**config.mk**
```make
export PLATFORM = sky130hd
export DESIGN_NAME = hilo_div_ctrl
export DESIGN_NICKNAME = d
export VERILOG_FILES = /design/src/rtl/hilo_div_ctrl_pkg.sv /design/src/rtl/hilo_div_ctrl.sv
export SDC_FILE = /design/constraint.sdc
export NUM_CORES = 1
export LEC_CHECK = 0
export ABC_AREA = 1
export ABC_CLOCK_PERIOD_IN_PS = 1200
export CORE_MARGIN = 8
export CORE_UTILIZATION = 36
export CTS_CLUSTER_DIAMETER = 60
export DETAILED_ROUTE_END_ITERATION = 12
export GPL_TIMING_DRIVEN = 0
export PLACE_DENSITY_LB_ADDON = 0.12
export SLEW_MARGIN = 20
export SYNTH_ARGS = -nofsm -noshare
export SYNTH_HDL_FRONTEND = slang
export SYNTH_SLANG_ARGS = --single-unit
```
**constraint.sdc**
```tcl
create_clock -name clk -period 1.2 [get_ports clk]
set_input_delay 0.24 -clock clk [delete_from_list [all_inputs] [get_ports clk]]
set_output_delay 0.24 -clock clk [all_outputs]
set_load 0.005 [all_outputs]
```
**src/rtl/hilo_div_ctrl_pkg.sv**
```systemverilog
// hilo_div_ctrl_pkg: shared state encoding and default sizes for the HI/LO divide controller
package hilo_div_ctrl_pkg;
  localparam int DATA_W_DEF = 32;
  localparam int WDOG_MAX_DEF = 15;
  typedef enum logic [1:0] {ST_IDLE = 2'd0, ST_ISSUE = 2'd1, ST_DRAIN = 2'd2} state_t;
endpackage

```
**src/rtl/hilo_div_ctrl.sv**
```systemverilog
// hilo_div_ctrl: Start/Ready divide initiator owning HI/LO; DIV_ZERO_FAST_EN short-circuits divide-by-zero
module hilo_div_ctrl #(
  parameter int DATA_W = hilo_div_ctrl_pkg::DATA_W_DEF,
  parameter int WDOG_MAX = hilo_div_ctrl_pkg::WDOG_MAX_DEF
) (
  input  logic                  clk,
  input  logic                  rst,
  input  logic                  i_div_req,
  input  logic                  i_div_signed,
  input  logic [DATA_W-1:0]     i_op_a,
  input  logic [DATA_W-1:0]     i_op_b,
  input  logic                  i_flush,
  input  logic                  i_hi_we,
  input  logic                  i_lo_we,
  input  logic [DATA_W-1:0]     i_wdata,
  output logic                  o_stall,
  output logic                  o_div_start,
  output logic                  o_div_sgn,
  output logic [DATA_W-1:0]     o_div_a,
  output logic [DATA_W-1:0]     o_div_b,
  input  logic                  i_div_ready,
  input  logic [2*DATA_W-1:0]   i_div_result,
  output logic [DATA_W-1:0]     o_hi,
  output logic [DATA_W-1:0]     o_lo,
  output logic                  o_div_err
);
  import hilo_div_ctrl_pkg::*;
  state_t r_state;
  logic r_start, r_sgn, r_discard, r_err;
  logic [DATA_W-1:0] r_a, r_b, r_hi, r_lo;
  logic [3:0] r_wdog;
  logic w_fast_blk, w_zero, w_accept, w_mt_ok;
`ifdef DIV_ZERO_FAST_EN
  logic r_fast;
  assign w_fast_blk = r_fast;
  assign w_zero = i_op_b == '0;
  always_ff @(posedge clk) r_fast <= rst && w_accept && w_zero;
`else
  assign w_fast_blk = 1'b0;
  assign w_zero = 1'b0;
`endif
  // r_fast marks the cycle after a short-circuited divide: the DIV is done, so don't re-accept it
  assign w_accept = r_state == ST_IDLE && i_div_req && !i_flush && !w_fast_blk;
  // The ready cycle releases the pipeline, so the result edge is also the edge the DIV retires on
  assign o_stall = w_accept || (r_state == ST_ISSUE && !i_div_ready) || (r_state == ST_DRAIN && i_div_req);
  assign w_mt_ok = r_state != ST_ISSUE;
  assign o_div_start = r_start;
  assign o_div_sgn = r_sgn;
  assign o_div_a = r_a;
  assign o_div_b = r_b;
  assign o_hi = r_hi;
  assign o_lo = r_lo;
  assign o_div_err = r_err;
  always_ff @(posedge clk) begin
    if (!rst) begin
      r_state <= ST_IDLE;
      r_start <= 1'b0;
      r_sgn <= 1'b0;
      r_a <= '0;
      r_b <= '0;
      r_hi <= '0;
      r_lo <= '0;
      r_discard <= 1'b0;
      r_err <= 1'b0;
      r_wdog <= '0;
    end else begin
      case (r_state)
        ST_IDLE: begin
          if (w_accept && w_zero) begin
            r_hi <= i_op_a;
            r_lo <= '1;
          end else if (w_accept) begin
            r_a <= i_op_a;
            r_b <= i_op_b;
            r_sgn <= i_div_signed;
            r_start <= 1'b1;
            r_wdog <= '0;
            r_state <= ST_ISSUE;
          end
        end
        ST_ISSUE: begin
          if (i_flush) r_discard <= 1'b1;
          if (i_div_ready) begin
            if (!(r_discard || i_flush)) {r_hi, r_lo} <= i_div_result;
            r_start <= 1'b0;
            r_state <= ST_DRAIN;
          end
          if (r_wdog == 4'(WDOG_MAX - 1)) r_err <= 1'b1;
          else r_wdog <= r_wdog + 4'd1;
        end
        ST_DRAIN: begin
          if (!i_div_ready) begin
            r_discard <= 1'b0;
            r_state <= ST_IDLE;
          end
        end
        default: r_state <= ST_IDLE;
      endcase
      if (w_mt_ok && i_hi_we) r_hi <= i_wdata;
      if (w_mt_ok && i_lo_we) r_lo <= i_wdata;
    end
  end
endmodule
```
======== Word-level counts from Yosys, hierarchy flattened ========
Index checks and enable logic that the tools add are counted.
operators by class
  equality and inequality tests ........... 11
  reduce and logical (&&, ||, !) cells .... 26
  multiplexer cells ....................... 21
  $add $sub $neg .......................... 1
operator list
  cell                                                   count
  2-to-1 mux 32 bit                                      8
  AND reduction 3 bit                                    6
  nonzero test 2 bit                                     6
  inequality test 2 bit, second input constant           5
  2-to-1 mux 4 bit                                       2
  one-hot mux 4 bit (2 select lines)                     1
  logical AND 1 bit                                      6
  2-to-1 mux 2 bit                                       3
  inequality test 2 x 1 -> 1 bit, second input constant  3
  one-hot mux 2 bit (3 select lines)                     1
  adder 4 x 1 -> 4 bit, second input constant            1
  == test 4 bit, second input constant                   1
  2-to-1 mux 1 bit                                       4
  one-hot mux 1 bit (2 select lines)                     2
  AND reduction 2 bit                                    2
  logical OR 1 bit                                       3
  == test 2 x 1 -> 1 bit, second input constant          1
  == test 2 bit, second input constant                   1
  zero test 1 bit                                        2
  zero test 2 bit                                        1
storage, ports and cells
  word-level logic and storage cells ...... 69
  bits in registers ....................... 138
  output and inout port bits .............. 132

======== Logic depth before layout (Yosys ltp) ========
  word-level depth ........................ 5
  gate-level depth with buffers ........... 9
  depth with buffers taken out ............ 9

======== Least setup slack after synthesis ========
Ideal clock, no wire load.
  kind .................................... flip-flop to output port
  start point ............................. reg r_state[1]
  end point ............................... out o_stall
  cell stages (with the launch flop) ...... 6
  buffers on the path ..................... 2
  data arrival time ....................... 1.043 ns
  slack ................................... -0.083 ns
  cells stage by stage .................... dfxtp_1 inv_2 nand4_2 buf_2 buf_2 nand3_1
between the ends
  longest elaborated chain between the ends .. 5
  elaborated cells between the ends (all ways) .. 9
  those cells by class .................... eq/ne (2); reduce/logical (7)
ends and longest elaborated chain
  what                            RTL line             text
  start, declared                 hilo_div_ctrl.sv:28  state_t r_state;
  start signal, assigned          hilo_div_ctrl.sv:56  r_state <= ST_IDLE;
  start signal, assigned          hilo_div_ctrl.sv:78  r_state <= ST_ISSUE;
  start signal, assigned          hilo_div_ctrl.sv:86  r_state <= ST_DRAIN;
  zero test 2 bit                 hilo_div_ctrl.sv:43  assign w_accept = r_state == ST_IDLE && i_div_req && !i_flush && !w_fast_blk;
  logical AND 1 bit (2 in a row)  hilo_div_ctrl.sv:43
  logical OR 1 bit                hilo_div_ctrl.sv:45  assign o_stall = w_accept || (r_state == ST_ISSUE && !i_div_ready) || (r_state == ST_DRAIN && i_div_req);
  logical OR 1 bit (*)            hilo_div_ctrl.sv:45
  end, declared                   hilo_div_ctrl.sv:16  output logic o_stall,
Mark *: on every way between the ends. The rest lies on a longest branch, timed or not.

======== Final worst setup path ========
Same ends and word-level chain as after synthesis.

==> flow_summary.toml <==
[grt]
grt_pass1_wl_um = 36800
antenna_found_initial = 0
track_usage_pct = 23.6
overflow = 0
grt_pass1_vias = 6627
grt_max_degree = 17

[place]
dpl_cell_area_um2 = 9040
dp_hpwl_um = 17600
gp_congestion = 0.835
placedCellCount = 1319
port_buffers = 298

[yosys]
ys_seq_area_share_pct = 47.8
async_flop_share_pct = 0
ys_dominant_reg_cell = "dfxtp_1"
synth_cell_types = 21
syn-num-nets = 975
synth.area.top_cells = "dfxtp_1 (48%), o21ai_0 (11%), nor2_1 (8.8%)"
synth_edf_count = 0
synth_area_per_cell_um2 = 7.18
synthCells = 805
ys_warn_count = 0
synth_largest_area_cell = "dfxtp_1"
netlist_area_um2 = 5780
synth.top_cells.by_count = "dfxtp_1 (138), nor2_1 (135), o21ai_0 (128), inv_1 (107), nand2_1 (81)"
yosysMostFrequentCell = "dfxtp_1"
synth_top_area_share_pct = 47.8
ys_seq_elements = 138

[timing]
relSlewSlack_pct = 54.1
fin_setup_tns_ns = -19.45
hold_viol_final = 0
period_share_pct = 132
slew_violations = 0
layout_setup_ws_ns = -0.388
setup_viol = 127
fin_worst_skew_ns = 0.00906
rsz0062_at_grt = "yes"
clock.fmax_mhz = 630
worst_pin_slew_ns = 0.689
fin_crit_ns = 1.59

[clock_tree]
cts.htree.levels = 4
clk_path_buf_depth = 2
cts_sinks = 138
postCtsHoldBufs = 0
clk_latency_ns = 0.42
cts_tree = "yes"
cts_buffers = 17
clkSlewWorstSetupHoldPaths_ns = 0.06
cts_root_buf = "clkbuf_16"

[floorplanning]
die_area_um2 = 20400
die_w_um = 143
core_area_um2 = 15800
pin_count = 300
die_h_um = 143
rows = 46
initial_core_util_pct = 36.6

[pwr]
switching_share_pct = 27.2
static-leakage-power_nw = 4.82
ir_drop_mv = 1.02
pwr_density_cell_nw_per_um2 = 1290
p_seq_share_pct = 35.9
switchingPower_w = 0.00395
power_frac_clock_pct = 39.8
combinationalPowerShare_pct = 24.4
p_int_w = 0.0106

[cells_and_area]
layout-drive-gt1-share_pct = 45.4
n_fill_cell = 1308
syn2layout_area_growth_pct = 94.9
design_area_um2 = 11300
fin_cells = 1405
nets = 1345

[critical_path]
max_stage_delay_ns = 0.36
worstSetupStartpointType = "register"
cp_top_family = "buffers and inverters"
critPathRequiredTime_ns = 0.96
end_kind = "output pin"
critPathKind = "register to output pin"
crit_arrival_ns = 1.35
worstPathMaxFanout = 2
slowest_stage = "dfxtp_4"
critPathBufInv = 4
cp_cell_sequence = "inv_4 > nand4_4 > buf_6 > buf_8 > nand3_2 > buf_2"

[detailed_routing]
dr.pass1.iters = 4
avgRoutedWirePerCell_um = 18.4
route.detailed.drc = 0
drt_iter0_drc = 219
num_vias = 6694
wirelength_um = 25900
ant_nets = 0
via_per_inst = 4.76

[outcome]
violations = "setup timing"
outcome = "finished, violations left"

[worst_hold_path]
hold_path_class = "input pin to register"

[run]
cap_violations = 0
## layout by cell type, fill, tap and decap left out, types with 55 or more instances in the layout
cell type,Yosys,layout
inv_1,107,107
nand2_1,81,68
o21ai_2,0,71
buf_2,23,122
nor2_4,1,59
a21oi_1,71,55
dfxtp_1,138,56
nor2_1,135,62
o21ai_1,68,90
dfxtp_2,0,80
clkdlybuf4s50_1,0,164
## registers in the layout (all words and copies together) (netlist names)
signal	count
r_discard	1
o_div_err	1
o_hi	32
o_div_start	1
o_div_sgn	1
o_div_a	32
o_lo	32
r_state	2
r_wdog	4
o_div_b	32
## metrics by stage
step | hold WS [ns] | setup slack [ns] | power, W | util, %
2_1_floorplan | 0.387 | -0.0182 | 0.00620 | -
5_1_grt | 0.231 | -0.437 | 0.0151 | 71.4
6_report | 0.216 | -0.388 | 0.0145 | 71.4
3_5_place_dp | 0.435 | -1.15 | 0.00784 | 57.3
3_3_place_gp | 0.430 | -1.15 | 0.00781 | 57.3
4_1_cts | 0.187 | -0.405 | 0.0140 | 67.2
## path summary, 6_finish.rpt
path	start	end	slack [ns]	cells after the start
hold / removal	rst	o_div_b[25]	0.22	3
setup reg to reg	r_state[1]	o_hi[18]	-0.32	9
hold reg to reg	o_div_a[25]	o_div_a[25]	0.44	2
setup / recovery	r_state[1]	o_stall	-0.39	6
## timing repair
item | 4_1_cts | 5_1_grt
endpoints found under the setup margin | 267 | 195
cloned | 17 | 1
buffers inserted | 27 | 13
resized for setup | 785 | 355
pin swaps | 56 | 111
## logic make-up after synthesis
logic type	synth area share, %
compound gates	23.3
fa+ha+maj	0.433
buf+inv	12.6
flops	47.8
simple gates	15.9
## final cells by class
| cell class | count | area, um^2 | area share, % |
|---|---|---|---|
| repair buffers | 352 | 3030 | 26.9 |
| clock inverters | 12 | 196 | 1.74 |
| plain buffers | 53 | 583 | 5.18 |
| multi-input cells | 502 | 3410 | 30.3 |
| flip-flops and latches | 138 | 2870 | 25.5 |
| diodes | 1 | 2.50 | 0.0222 |
| clock buffers | 20 | 447 | 3.97 |
| inverters | 111 | 449 | 3.99 |
| well taps | 216 | 270 | 2.40 |
## routing by layer
layer | track usage (%) | part of all wire (%) | vias up
met5 | 0 | 0 | -
met4 | 6.21 | 1.5 | 0
met3 | 9.65 | 8.9 | 31
met2 | 41.0 | 51 | 251
met1 | 26.1 | 39 | 3098
li1 | - | - | 3314
## power groups by stage
| stage | Sequential (W) | Combinational (W) | Clock (W) |
|---|---|---|---|
| floorplan | 0.00526 | 0.000945 | 0 |
| global route | 0.00524 | 0.00380 | 0.00602 |
| detailed placement | 0.00523 | 0.00260 | 0 |
| CTS | 0.00517 | 0.00302 | 0.00581 |
| finish | 0.00520 | 0.00354 | 0.00577 |
| global placement | 0.00522 | 0.00259 | 0 |
## worst reg2reg max path: stages, from the launching register on
cell and delay, ns:
dfxtp_4 0.36, buf_6 0.12, nor2_4 0.13, buf_12 0.12, nand3_4 0.12, nand2_8 0.14
clkinv_8 0.11, clkbuf_16 0.19, nor2_4 0.09, nor2_2 0.05
No activity file was read; power rests on OpenSTA's default activity.
